[src/rtl/rc_channel_scheduler_pkg.sv]
// Shared types and constants for the RC channel scheduler: FSM state encoding
// and the width of the per-channel glitch counters.
package rc_sched_pkg;

  typedef enum logic [1:0] {
    RCS_IDLE  = 2'd0,
    RCS_CHECK = 2'd1,
    RCS_EMIT  = 2'd2
  } rcs_state_t;

  localparam int GLITCH_W = 8;

endpackage

[src/rtl/rc_channel_scheduler_rr_arbiter.sv]
// Combinational round-robin arbiter: grants the first requester found when
// scanning upward from ptr with wrap-around.
module rr_arbiter #(
  parameter  int N  = 6,
  localparam int IW = (N > 1) ? $clog2(N) : 1
) (
  input  logic [N-1:0]  req,
  input  logic [IW-1:0] ptr,
  output logic [IW-1:0] grant,
  output logic          any_req
);

  always_comb begin
    int idx;
    grant   = '0;
    any_req = 1'b0;
    idx     = 0;
    for (int i = 0; i < N; i++) begin
      idx = int'(ptr) + i;
      if (idx >= N) idx = idx - N;
      if (!any_req && req[idx]) begin
        any_req = 1'b1;
        grant   = IW'(idx);
      end
    end
  end

endmodule

[src/rtl/rc_channel_scheduler.sv]
// Round-robin scheduler for RC pulse-capture channels with pulse-window check,
// per-channel loss timeout and failsafe. Optional glitch counters: RC_SCHED_GLITCH_CNT_EN.
module rc_channel_scheduler
  import rc_sched_pkg::*;
#(
  parameter  int NUM_CH        = 6,
  parameter  int COUNTER_WIDTH = 32,
  parameter  int MIN_WIDTH_CYC = 90000,
  parameter  int MAX_WIDTH_CYC = 210000,
  parameter  int TIMEOUT_CYC   = 2500000,
  localparam int CH_W          = (NUM_CH > 1) ? $clog2(NUM_CH) : 1,
  localparam int TO_W          = $clog2(TIMEOUT_CYC + 1)
) (
  input  logic                                   clk,
  input  logic                                   rst_n,
  input  logic [NUM_CH-1:0][COUNTER_WIDTH-1:0]   ch_width,
  input  logic [NUM_CH-1:0]                      ch_new_data,
  input  logic [NUM_CH-1:0]                      ch_overflow,
  output logic                                   out_valid,
  input  logic                                   out_ready,
  output logic [CH_W-1:0]                        out_ch,
  output logic [COUNTER_WIDTH-1:0]               out_width,
  output logic [NUM_CH-1:0]                      ch_lost,
  output logic                                   failsafe,
  output logic [NUM_CH-1:0][GLITCH_W-1:0]        glitch_cnt
);

  localparam logic [COUNTER_WIDTH-1:0] MIN_W  = COUNTER_WIDTH'(MIN_WIDTH_CYC);
  localparam logic [COUNTER_WIDTH-1:0] MAX_W  = COUNTER_WIDTH'(MAX_WIDTH_CYC);
  localparam logic [TO_W-1:0]          TO_MAX = TO_W'(TIMEOUT_CYC);

  rcs_state_t               state_reg, state_next;
  logic [CH_W-1:0]          rr_ptr_reg;
  logic [COUNTER_WIDTH-1:0] work_w_reg;
  logic [CH_W-1:0]          work_ch_reg;
  logic                     out_valid_reg;
  logic [CH_W-1:0]          out_ch_reg;
  logic [COUNTER_WIDTH-1:0] out_width_reg;
  logic                     failsafe_reg;

  logic [NUM_CH-1:0]        pend_vec;
  logic [NUM_CH-1:0]        lost_vec;
  logic [COUNTER_WIDTH-1:0] buf_arr [NUM_CH];

  logic [CH_W-1:0]          arb_grant;
  logic                     arb_any;
  logic                     grant_take;
  logic                     in_window;
  logic                     accept_legal;

  rr_arbiter #(.N(NUM_CH)) u_arb (
    .req     (pend_vec),
    .ptr     (rr_ptr_reg),
    .grant   (arb_grant),
    .any_req (arb_any)
  );

  assign grant_take   = (state_reg == RCS_IDLE) && arb_any;
  assign in_window    = (work_w_reg >= MIN_W) && (work_w_reg <= MAX_W);
  assign accept_legal = (state_reg == RCS_CHECK) && in_window;

  always_comb begin
    state_next = state_reg;
    case (state_reg)
      RCS_IDLE:  if (arb_any) state_next = RCS_CHECK;
      RCS_CHECK: state_next = in_window ? RCS_EMIT : RCS_IDLE;
      RCS_EMIT:  if (out_ready) state_next = RCS_IDLE;
      default:   state_next = RCS_IDLE;
    endcase
  end

  always_ff @(posedge clk or negedge rst_n) begin
    if (!rst_n) begin
      state_reg     <= RCS_IDLE;
      rr_ptr_reg    <= '0;
      work_w_reg    <= '0;
      work_ch_reg   <= '0;
      out_valid_reg <= 1'b0;
      out_ch_reg    <= '0;
      out_width_reg <= '0;
      failsafe_reg  <= 1'b1;
    end else begin
      state_reg    <= state_next;
      failsafe_reg <= |lost_vec;
      if (grant_take) begin
        // The grant always takes the buffered value, never a same-cycle strobe.
        work_w_reg  <= buf_arr[arb_grant];
        work_ch_reg <= arb_grant;
        rr_ptr_reg  <= (arb_grant == CH_W'(NUM_CH - 1)) ? '0 : arb_grant + CH_W'(1);
      end
      if (accept_legal) begin
        out_valid_reg <= 1'b1;
        out_ch_reg    <= work_ch_reg;
        out_width_reg <= work_w_reg;
      end else if ((state_reg == RCS_EMIT) && out_ready) begin
        out_valid_reg <= 1'b0;
      end
    end
  end

  for (genvar gi = 0; gi < NUM_CH; gi++) begin : g_ch
    logic                     pend_reg;
    logic                     lost_reg;
    logic [COUNTER_WIDTH-1:0] buf_reg;
    logic [TO_W-1:0]          to_cnt_reg;
    logic                     take;
    logic                     clr;

    assign take = grant_take && (arb_grant == CH_W'(gi));
    assign clr  = accept_legal && (work_ch_reg == CH_W'(gi));

    always_ff @(posedge clk or negedge rst_n) begin
      if (!rst_n) begin
        pend_reg   <= 1'b0;
        buf_reg    <= '0;
        to_cnt_reg <= '0;
        lost_reg   <= 1'b1;
      end else begin
        if (ch_new_data[gi]) begin
          buf_reg  <= ch_width[gi];
          pend_reg <= 1'b1;
        end else if (take) begin
          pend_reg <= 1'b0;
        end
        if (clr)                       to_cnt_reg <= '0;
        else if (to_cnt_reg != TO_MAX) to_cnt_reg <= to_cnt_reg + TO_W'(1);
        // Overflow beats a same-cycle clear from a legal pulse.
        if (ch_overflow[gi])            lost_reg <= 1'b1;
        else if (clr)                   lost_reg <= 1'b0;
        else if (to_cnt_reg == TO_MAX)  lost_reg <= 1'b1;
      end
    end

    assign pend_vec[gi] = pend_reg;
    assign lost_vec[gi] = lost_reg;
    assign buf_arr[gi]  = buf_reg;

`ifdef RC_SCHED_GLITCH_CNT_EN
    logic [GLITCH_W-1:0] glitch_reg;
    logic                reject_hit;
    assign reject_hit = (state_reg == RCS_CHECK) && !in_window && (work_ch_reg == CH_W'(gi));

    always_ff @(posedge clk or negedge rst_n) begin
      if (!rst_n)                                  glitch_reg <= '0;
      else if (reject_hit && (glitch_reg != '1))   glitch_reg <= glitch_reg + GLITCH_W'(1);
    end
    assign glitch_cnt[gi] = glitch_reg;
`else
    assign glitch_cnt[gi] = '0;
`endif
  end

  assign out_valid = out_valid_reg;
  assign out_ch    = out_ch_reg;
  assign out_width = out_width_reg;
  assign ch_lost   = lost_vec;
  assign failsafe  = failsafe_reg;

endmodule

[config.mk]
export PLATFORM = sky130hd
export DESIGN_NAME = rc_channel_scheduler
export DESIGN_NICKNAME = d
export VERILOG_FILES = /design/src/rtl/rc_channel_scheduler_pkg.sv /design/src/rtl/rc_channel_scheduler_rr_arbiter.sv /design/src/rtl/rc_channel_scheduler.sv
export SDC_FILE = /design/constraint.sdc
export NUM_CORES = 1
export LEC_CHECK = 0
export ABC_AREA = 0
export ABC_CLOCK_PERIOD_IN_PS = 4300
export BUFFER_PORTS_ARGS = -buffer_cell sky130_fd_sc_hd__buf_4
export CAP_MARGIN = 20
export CORE_UTILIZATION = 55
export DETAILED_ROUTE_END_ITERATION = 10
export GPL_TIMING_DRIVEN = 1
export PLACE_DENSITY = 0.8
export SETUP_SLACK_MARGIN = 0.05
export SYNTH_ARGS = -nofsm -noshare
export SYNTH_HDL_FRONTEND = slang
export SYNTH_SLANG_ARGS = --single-unit
[constraint.sdc]
create_clock -name clk -period 4.3 [get_ports clk]
set_input_delay 0.215 -clock clk [delete_from_list [all_inputs] [get_ports clk]]
set_output_delay 0.215 -clock clk [all_outputs]
set_load 0.01 [all_outputs]
==> results.sh <==
export IMPL_final_core_util_pct=72.1
export IMPL_min_period_over_period_pct=91.4
export IMPL_crit_arrival_ps=4370
export IMPL_synthFlopType="dfrtp_1"
export IMPL_rsz0062_at_grt="false"
export IMPL_peakVddDrop_v=0.000945
export IMPL_grt_ovfl_total=0
export IMPL_root_buffer="clkbuf_16"
export IMPL_clk_latency_ps=560
export IMPL_largest_reg_flops=192
export IMPL_synthCells=1702
export IMPL_cts_tree="built"
export IMPL_die_area_um2=37000
export IMPL_io_buffers=249
export IMPL_routed_wl_mm=53.5
export IMPL_path_cells="inv_1, ha_1, xor2_1, inv_1, ha_1, or3_1, o21ai_1, o21ba_1, a21o_1, a311o_2, buf_12, buf_12, mux2i_1, a2bb2oi_1, o21ai_1"
export IMPL_h_tree_depth=2
export IMPL_core_um2=35700
export IMPL_fin_ws_ps=370
export IMPL_fmax_ghz=0.254
export IMPL_skew_ps=38.0
export IMPL_placed_area_um2=22200
export IMPL_leakagePower_nw=11.8
export IMPL_cpMaxStageDelayCell="or3_1"
export IMPL_place_ws_ps=255
export IMPL_setup_violations=0
export IMPL_die_height_um=192
export IMPL_min_delay_start="ch_new_data[2]"
export IMPL_via_count=14900
export IMPL_worstHoldPathType="in -> reg"
export IMPL_critPathTopFamily="compound AO/OA/AOI/OAI gates"
export IMPL_clkTransAtPathRegs_ps=70
export IMPL_synth_warnings=0
export IMPL_track_usage_pct=29.5
export IMPL_max_slew_margin_pct=30.0
export IMPL_drc=48
export IMPL_hpwl_mm=32.8
export IMPL_nets=2388
export IMPL_slowest_delay_ps=400
export IMPL_final_hold_viol_count=0
export IMPL_synthArstFlopShare_pct=100
export IMPL_status="finished with violations"
export IMPL_synth_edf_count=0
export IMPL_fp_dieW_um=192
export IMPL_hold_ws_ps=202
export IMPL_power_density_nw_per_um2=695
export IMPL_final_area_um2=25700
export IMPL_cts_buffers_inserted=45
export IMPL_ys_types=67
export IMPL_timing_setup_tns_ps=0
export IMPL_fin_crit_ps=3930
export IMPL_synth_most_common_cell="dfrtp_1"
export IMPL_netlist_top_cells_area="dfrtp_1 51%, mux2_2 14%, mux2i_1 5.6%"
export IMPL_syn_area_um2=19900
export IMPL_first_iter_violations=907
export IMPL_ios=298
export IMPL_tightest_slew_ps=1040
export IMPL_crit_buf_inv=4
export IMPL_post_drt_wl_per_cell_um=20.1
export IMPL_grt_max_degree=130
export IMPL_crit_type="reg -> reg"
export IMPL_critical_path_startpoint="rr_ptr_reg[1]"
export IMPL_clockBufferDepth=3
export IMPL_startpoint_type="flop"
export IMPL_grt_pass1_wl_mm=84.7
export IMPL_antenna_left=0
export IMPL_synth_top_area_share_pct=51.0
export IMPL_critPathMaxFanout=27
export IMPL_crit_required_ps=4740
export IMPL_worstReg2RegStart="rr_ptr_reg[1]"
export IMPL_synth_seq_cells=413
export IMPL_via_per_inst=5.60
export IMPL_start_util_pct=55.9
export IMPL_dr_pass1_iters=8
export IMPL_yosysSeqAreaShare_pct=51.9
export IMPL_yosysTopAreaCell="dfrtp_1"
export IMPL_drive_gt1_share_pct=28.5
export IMPL_slew_viol_final=0
export IMPL_grt_pass1_vias=15700
export IMPL_end_kind="flop"
export IMPL_clkSinkCount=413
export IMPL_syn_to_final_growth_pct=29.0
export IMPL_maxCapViolations=0
export IMPL_synth_common_cells="406 x dfrtp_1, 243 x mux2_2, 181 x nor2_1"
export IMPL_num_rows=69
export IMPL_antenna_found_initial=5
export IMPL_syn_area_per_cell_um2=11.7
export IMPL_violations="DRC"
export IMPL_gp_congestion=0.888
## placed cells by master (no fill, tap or decap), types with 4 or more instances in the layout
cell	count
clkbuf_1	11
ha_1	24
nand2b_1	12
inv_1	29
dlygate4sd3_1	200
a21o_1	9
nand2_1	69
nor3_1	19
mux2_2	243
and4_1	7
nor2_1	181
nor4_1	17
o21a_1	5
a2bb2oi_1	34
or3_1	6
nand4_1	25
diode_2	6
dfstp_2	7
o21ai_0	13
nor4bb_1	4
conb_1	48
xnor2_1	43
clkbuf_16	45
buf_4	278
buf_12	7
nand4b_1	6
o21ai_1	34
nor2b_1	5
nand3_1	53
nor4b_1	9
mux2i_1	112
and2_1	22
a21oi_1	9
and3_1	28
o21bai_1	8
clkbuf_8	10
dfrtp_1	405
xor2_1	84
clkinv_2	8
## routing by layer
| metal | vias to the layer above | GRT usage (%) | wire length (µm) | part of all wire, % |
|---|---|---|---|---|
| li1 | 6794 | - | - | - |
| met1 | 7433 | 37.3 | 22100 | 41 |
| met2 | 499 | 50.1 | 26300 | 49 |
| met3 | 139 | 5.91 | 3340 | 6.2 |
| met4 | 2 | 10.4 | 1790 | 3.4 |
| met5 | - | 0 | 13 | 0.024 |
## metrics by stage
stage / total power [mW] / std cells
finish: 17.9 / 2657
global route: 18.8 / 2655
CTS: 17.4 / 2642
detailed placement: 13.4 / 2362
global placement: 13.2 / 2362
floorplan: 11.4 / 1749
## final cells by class
class / instances / area (µm²)
Multi-Input combinational cell: 1180 / 8970
Timing Repair Buffer: 487 / 4260
Clock buffer: 66 / 1310
Clock inverter: 14 / 133
Sequential cell: 413 / 10300
Inverter: 30 / 113
Tap cell: 461 / 577
Fill cell: 2232 / 9940
Antenna cell: 6 / 15.0
## cell families after synthesis
group                      share of synthesized area, %
adders and majority gates                          1.51
AOI/OAI and AO/OA                                  5.27
and+or+nand+nor                                    11.8
DFF                                                51.9
other                                            0.0188
buffers and inverters                              4.33
muxes                                              19.5
xor gates and xnor gates                           5.66
## repair_timing
action / in CTS / in global routing
resized for setup: 0 / 1
endpoints found under the setup margin: 0 / 17
buffers inserted: 0 / 8
hold buffers: 200 / 0
hold endpoints to repair: 318 / 0
## path summary, 6_finish.rpt
| kind | endpoint | slack, ps | depth (start not counted) |
|---|---|---|---|
| max | work_w_reg[9] | 370 | 15 |
| max reg2reg | work_w_reg[9] | 370 | 15 |
| min | g_ch[2].pend_reg | 200 | 2 |
| min in group asynchronous | g_ch[5].to_cnt_reg[15] | 380 | 2 |
| max in group asynchronous | g_ch[4].lost_reg | 2780 | 3 |
| min reg2reg | out_width[30] | 480 | 1 |
## power by group
group | switching, mW | internal, mW
sequential | 0.612 | 4.54
combinational | 4.50 | 4.41
clock | 1.58 | 2.22
total | 6.70 | 11.2
(Power assumes the default switching activity.)
